$ cat src/rtl/pipeline_stall_ctrl.sv
// Stall/flush sequencer for the 5-stage LC3b pipeline: split I/D miss tracking,
// load-use bubbles, taken-branch flushes and saturating stall/bubble counters.
module pipeline_stall_ctrl #(
    parameter int unsigned CNT_W = 16
) (
    input  logic             clk,
    input  logic             reset_n,
    input  logic             imem_read,
    input  logic             imem_resp,
    input  logic             dmem_req,
    input  logic             dmem_resp,
    input  logic [2:0]       id_sr1,
    input  logic [2:0]       id_sr2,
    input  logic             id_use_sr1,
    input  logic             id_use_sr2,
    input  logic [2:0]       ex_dest,
    input  logic             ex_is_load,
    input  logic             br_taken,
    output logic             load_pc,
    output logic             load_if_id,
    output logic             load_id_ex,
    output logic             load_ex_mem,
    output logic             load_mem_wb,
    output logic             bubble_id_ex,
    output logic             wb_bubble,
    output logic             flush,
    output logic             imem_mask,
    output logic             dmem_mask,
    output logic [CNT_W-1:0] stall_cycles,
    output logic [CNT_W-1:0] luse_bubbles
);

    typedef enum logic [1:0] {RUN, WAIT_BOTH, WAIT_I, WAIT_D} state_e;

    state_e           state_q, state_d, fsm_nxt, run_nxt;
    logic             imem_mask_q, imem_mask_d;
    logic             dmem_mask_q, dmem_mask_d;
    logic [CNT_W-1:0] stall_cnt_q, stall_cnt_d;
    logic [CNT_W-1:0] luse_cnt_q, luse_cnt_d;
    logic             imiss, dmiss, stall, luse;

    assign imem_mask    = imem_mask_q;
    assign dmem_mask    = dmem_mask_q;
    assign stall_cycles = stall_cnt_q;
    assign luse_bubbles = luse_cnt_q;

    // Miss tracking, hazard detection, enables and counter updates.
    always_comb begin
        imiss = imem_read & ~imem_mask_q & ~imem_resp;
        dmiss = dmem_req & ~dmem_mask_q & ~dmem_resp;
        luse  = ex_is_load & ((id_use_sr1 & (id_sr1 == ex_dest)) |
                              (id_use_sr2 & (id_sr2 == ex_dest)));

        if (imiss && dmiss)  run_nxt = WAIT_BOTH;
        else if (imiss)      run_nxt = WAIT_I;
        else if (dmiss)      run_nxt = WAIT_D;
        else                 run_nxt = RUN;

        fsm_nxt     = state_q;
        imem_mask_d = imem_mask_q;
        dmem_mask_d = dmem_mask_q;
        case (state_q)
            RUN:       fsm_nxt = run_nxt;
            WAIT_BOTH: begin
                if (imem_resp && dmem_resp) begin
                    fsm_nxt = RUN;
                end else if (imem_resp) begin
                    fsm_nxt     = WAIT_D;
                    imem_mask_d = 1'b1;
                end else if (dmem_resp) begin
                    fsm_nxt     = WAIT_I;
                    dmem_mask_d = 1'b1;
                end
            end
            // A completing side may coincide with a fresh miss on the other side.
            WAIT_I:    if (imem_resp) fsm_nxt = run_nxt;
            WAIT_D:    if (dmem_resp) fsm_nxt = run_nxt;
            default:   fsm_nxt = RUN;
        endcase
        if (fsm_nxt == RUN) begin
            imem_mask_d = 1'b0;
            dmem_mask_d = 1'b0;
        end

        stall        = (fsm_nxt != RUN);
        load_pc      = 1'b0;
        load_if_id   = 1'b0;
        load_id_ex   = 1'b0;
        load_ex_mem  = 1'b0;
        load_mem_wb  = 1'b0;
        bubble_id_ex = 1'b0;
        wb_bubble    = 1'b0;
        flush        = 1'b0;
        stall_cnt_d  = stall_cnt_q;
        luse_cnt_d   = luse_cnt_q;
        state_d      = fsm_nxt;

        if (!reset_n) begin
            state_d     = RUN;
            imem_mask_d = 1'b0;
            dmem_mask_d = 1'b0;
            stall_cnt_d = '0;
            luse_cnt_d  = '0;
        end else if (stall) begin
            // Keep WB moving so the retiring instruction commits exactly once.
            load_mem_wb = 1'b1;
            wb_bubble   = 1'b1;
            if (stall_cnt_q != {CNT_W{1'b1}}) stall_cnt_d = stall_cnt_q + CNT_W'(1);
        end else if (br_taken) begin
            load_pc     = 1'b1;
            load_if_id  = 1'b1;
            load_id_ex  = 1'b1;
            load_ex_mem = 1'b1;
            load_mem_wb = 1'b1;
            flush       = 1'b1;
        end else if (luse) begin
            load_id_ex   = 1'b1;
            load_ex_mem  = 1'b1;
            load_mem_wb  = 1'b1;
            bubble_id_ex = 1'b1;
            if (luse_cnt_q != {CNT_W{1'b1}}) luse_cnt_d = luse_cnt_q + CNT_W'(1);
        end else begin
            load_pc     = 1'b1;
            load_if_id  = 1'b1;
            load_id_ex  = 1'b1;
            load_ex_mem = 1'b1;
            load_mem_wb = 1'b1;
        end
    end

    always_ff @(posedge clk) begin
        state_q     <= state_d;
        imem_mask_q <= imem_mask_d;
        dmem_mask_q <= dmem_mask_d;
        stall_cnt_q <= stall_cnt_d;
        luse_cnt_q  <= luse_cnt_d;
    end

endmodule

$ cat config.mk
export PLATFORM = sky130hd
export DESIGN_NAME = pipeline_stall_ctrl
export DESIGN_NICKNAME = d
export VERILOG_FILES = /design/src/rtl/pipeline_stall_ctrl.sv
export SDC_FILE = /design/constraint.sdc
export NUM_CORES = 1
export LEC_CHECK = 0
export CAP_MARGIN = 30
export CORE_ASPECT_RATIO = 1.4
export CORE_MARGIN = 10
export CORE_UTILIZATION = 53
export CTS_BUF_LIST = sky130_fd_sc_hd__clkbuf_4 sky130_fd_sc_hd__clkbuf_8
export DETAILED_ROUTE_END_ITERATION = 10
export GPL_TIMING_DRIVEN = 0
export PLACE_DENSITY_LB_ADDON = 0.08
export SLEW_MARGIN = 15
export SYNTH_ARGS = -nofsm -noshare
export SYNTH_HDL_FRONTEND = slang
export SYNTH_SLANG_ARGS = --single-unit
$ cat constraint.sdc
create_clock -name clk -period 4.25 [get_ports clk]
set_clock_uncertainty 0.1 [all_clocks]
set_input_delay 0.425 -clock clk [delete_from_list [all_inputs] [get_ports clk]]
set_output_delay 0.425 -clock clk [all_outputs]
set_load 0.01 [all_outputs]
Word-level counts from Yosys, hierarchy flattened --
Cells that the tools add are included.
Cells by class: $add $sub $neg 2, equal/unequal tests 7, mux-type cells 25, bitwise operators 16, reduce and logical (&&, ||, !) cells 10
Operator list (count):
- $add 16x1->16 const B | 2
- $ne 16x16->1 const B | 2
- $mux 1 | 16
- $mux 2 | 8
- $not 1->1 | 8
- $pmux 2 s4 | 1
- $reduce_and 4->1 | 2
- $and 1x1->1 | 7
- $eq 3x3->1 | 2
- $eq 2x2->1 const B | 2
- $logic_not 2->1 | 2
- $reduce_and 3->1 | 1
- $eq 2x1->1 const B | 1
- $logic_and 1x1->1 | 2
- $reduce_and 2->1 | 1
- $reduce_bool 2->1 | 1
- $reduce_or 2->1 | 1
- $or 1x1->1 | 1
Word-level totals: register bits 36, input bits 19, output and inout port bits 42, word-level logic and storage cells 65

Longest topological paths before layout --
depth after elaboration 11, gate-level depth with buffers 10, mapped depth without buffers 9

Worst setup path after synthesis --
OpenSTA, ideal clock, no wires.
path kind input -> output, from input port imem_resp, to output port load_pc, arrival time 2.264 ns, data required time 3.725 ns, path slack 1.461 ns, stages on the path 9, buffers on the path 2, cells stage by stage nor2_1 nand2_1 ha_1 or2_1 o32ai_4 clkbuf_1 nand2_1 nor2b_1 buf_4
Between the ends: cells in the longest elaborated chain, start to end 9, elaborated cells between the ends (all ways) 14, those cells by class 9 x mux; 2 x bitwise; 3 x reduce/logical
RTL lines:
- start: declaration | line 9 | input logic imem_resp,
- $not 1->1 (no line)
- $and 1x1->1 | line 49 | imiss = imem_read & ~imem_mask_q & ~imem_resp;
- $mux 2 / $logic_and 1x1->1 (equally long branches) | line 55, 54
- $mux 2 | line 54 | if (imiss && dmiss) run_nxt = WAIT_BOTH;
- $mux 2, on equally long branches | line 77, 76
- $pmux 2 s4 * | line 62 | case (state_q)
- $reduce_bool 2->1 * | line 85 | stall = (fsm_nxt != RUN);
- $mux 1 * (2 in series)
- end: declaration | line 19 | output logic load_pc,
Every way passes the cells marked *; elsewhere a longest branch is shown, timed or not.

Worst setup path in the final report --
from input port imem_resp, to output port load_pc
Between the ends: cells in the longest elaborated chain, start to end 9, elaborated cells between the ends (all ways) 14, those cells by class 9 x mux; 2 x bitwise; 3 x reduce/logical
RTL lines:
- $not 1->1 (no line)
- $and 1x1->1 | line 49
- $mux 2 / $logic_and 1x1->1 (equally long branches) | line 55, 54
- $mux 2 | line 54
- $mux 2, on equally long branches | line 77, 76
- $pmux 2 s4 * | line 62
- $reduce_bool 2->1 * | line 85
- $mux 1 * | line 104 | end else if (stall) begin
- $mux 1 * | line 98 | if (!reset_n) begin
Marked as above.

==> reports/metrics.cfg <==
[yosys]
ys_seq_area_frac=0.343
synthCells=252
netlist_area_mm2=0.00210
ys_warn_count=0
synthTopCellsByArea=dfxtp_1 (34%), xnor2_1 (7.5%), nand2_1 (4.6%), nor2_1 (4.3%), o31ai_1 (4.3%)
synth_cell_type_count=41
synth.ff_latch_count=36
synth_edf_count=0
synth_fp_nets=275
synth.largest_area_cell=dfxtp_1
synthDominantCellAreaShare=0.343
synth_ff_type=dfxtp_1
postSynthAreaPerCell_um2=8.33
synth-async-reset-ratio=0

[power]
power_leakage_nw=0.906
power.share.clock=0.354
p_sw_uw=197
power_per_cell_area_mw_per_mm2=264
p_int_uw=556
power_frac_comb=0.176
p_seq_frac=0.471
total_power_uw=753
swShare=0.262
ir_worst_vdd_v=0.000225

[clocking]
h-tree-depth=2
cts_max_path_buffers=2
cts.repair.resized=0
root_buffer=clkbuf_8
clock_sinks=36
clkSlewWorstSetupHoldPaths_ns=0.07
clk_latency_ns=0.29
cts_made_buffers=5
cts_tree=yes
post_cts_buffers=0
hold_buffers=0

[critical_path]
cp_max_fo=10
worstSetupPathType=in2out
cp-end-kind=output port
r2r_cells=9
r2r_setup_slack_ns=1.52
required_ns=3.72
critPathArrivalTime_ns=3.45
worst_r2r_endpoint=luse_bubbles[9]
timing.rr.start=imem_mask
startpoint_type=input port

[finish]
register_area_um2=721
utilization=0.733
diodes=0
drive_gt1_frac=0.0531
fin_area_mm2=0.00285
fin_nets=342
multi_input_area_mm2=0.00132
syn2layout_area_growth_pct=35.6
fillers=318

[global_routing]
antenna_found_initial=0
grt_max_degree=11
grt_use_total=0.167
grt_pass1_wl_um=9440
grt_overflow=0
grt_pass1_vias=2022

[floorplan]
core_area_mm2=0.00388
pin_count=61
row_count=27
die_y_um=94.5
die_area_mm2=0.00691
initial_core_util=0.540
die_x_um=73.2

[sta]
slew_headroom=0.384
fin_ws_ns=0.279
worstMarginPinSlew_ns=0.916
hold_viol=0
fin_setup_tns_ns=0
finalSetupViolCount=0
min_period_over_period=0.934
max_freq_ghz=0.252
finalWorstPathRequiredPeriod_ns=3.97
slew_viol_final=0
rsz0062_at_grt=no

[place]
hpwl_um=4430
gp_congestion=0.827
numPortBuffers=59
placed_cell_area_mm2=0.00274
dp_slack_ns=0.129

[worst_hold_path]
hp-start=dmem_mask
worstHoldEndpoint=dmem_mask
hold_class=reg2reg
min_path_cells=2

[detailed_routing]
ant_nets=0
finalWirelength_um=5780
wl_per_cell_um=15.9
initialDrtViolationCount=114
drtPass1Iterations=4
drc_errors=0
vias=2133
via_per_inst=5.88

[flow_run]
maxCapViolCount=0

[outcome]
outcome=complete, no violations

[state kept, by name, summed over array words and instances (netlist names)]
signal / flops
luse_bubbles: 16
stall_cycles: 16
state_q: 2
dmem_mask: 1
imem_mask: 1
[layout by cell type, fill, tap and decap left out, types with 3 or more instances in the layout]
cell / instances
nand2_1: 26
nor3_1: 7
and4_1: 6
nand3_1: 14
and2_1: 4
ha_1: 4
buf_4: 3
mux2i_1: 8
o21ai_0: 3
dfxtp_1: 36
nor2b_1: 3
o31ai_1: 12
clkdlybuf4s50_1: 59
nor2_1: 24
inv_1: 5
clkbuf_1: 4
a21oi_1: 14
or4_1: 12
nand4_1: 8
nor4_1: 6
nor3b_1: 4
nand2b_1: 8
xnor2_1: 18
clkbuf_8: 6
[area by class of cell]
| type | count | share of cell area |
|---|---|---|
| multi-input cells | 202 | 0.462 |
| flip-flops and latches | 36 | 0.253 |
| repair buffers | 60 | 0.209 |
| clock buffers | 8 | 0.0343 |
| well taps | 43 | 0.0189 |
| plain buffers | 8 | 0.0149 |
| inverters | 6 | 0.00791 |
[worst max-delay path: stages]
cell and delay, ns:
clkdlybuf4s50_1 0.58, nor2_1 0.06, nand2_1 0.09, inv_1 0.04
ha_1 0.19, or2_1 0.26, o32ai_4 0.53, clkbuf_2 0.32
nand2_1 0.12, nor2b_1 0.18, buf_4 0.12, clkdlybuf4s50_1 0.52
[worst max path at each step]
stage | start | end | slack (ns) | depth (start not counted)
after floorplan | imem_resp | load_pc | 1.46 | 9
after global placement | imem_resp | load_pc | 0.15 | 12
after detailed placement | imem_resp | load_pc | 0.13 | 12
after global routing | imem_resp | load_pc | 0.08 | 12
final | imem_resp | load_pc | 0.28 | 12
after CTS | imem_resp | load_pc | 0.11 | 12
[cell usage after synthesis (2+ instances only)]
master / number
o211ai_1: 2
or4_1: 12
nand3_1: 14
nor2b_1: 3
xnor2_1: 18
clkbuf_1: 5
nor4_1: 6
nor4b_1: 2
a21oi_1: 14
and2_1: 4
mux2i_1: 8
nor2_1: 24
o31ai_1: 12
and3_1: 2
dfxtp_1: 36
nand2b_1: 8
nand4_1: 8
o21ai_0: 3
ha_1: 4
and4_1: 6
nor3_1: 7
inv_1: 5
buf_4: 3
nand2_1: 26
nor3b_1: 4
[metal layers]
metal	track usage	share of wire	wire length, µm	vias to the layer above
met1	0.175	0.38	2210	1008
met5	0	0	0	-
met3	0.0504	0.056	326	7
li1	-	-	-	1066
met2	0.302	0.55	3170	52
met4	0.0571	0.012	71	0
[kinds of logic after synthesis]
| group | count (synthesis) | synth area share |
|---|---|---|
| buffers and inverters | 14 | 0.0304 |
| DFF | 36 | 0.343 |
| xor gates and xnor gates | 18 | 0.0751 |
| muxes | 8 | 0.0381 |
| and+or+nand+nor | 131 | 0.342 |
| adders and majority gates | 4 | 0.0238 |
| AOI/OAI and AO/OA | 41 | 0.147 |
[power groups by stage]
stage	Combinational (mW)	Sequential (mW)	Clock (mW)
floorplan	0.0709	0.362	0
global placement	0.129	0.362	0
detailed placement	0.131	0.362	0
CTS	0.132	0.354	0.270
global route	0.145	0.355	0.286
finish	0.132	0.354	0.266
[metrics by stage]
stage	hold WS, ns	instances
floorplan	0.406	252
global placement	0.383	354
detailed placement	0.386	354
CTS	0.405	362
global route	0.424	363
finish	0.399	363
Note: power is estimated with default switching activity, not from simulation.
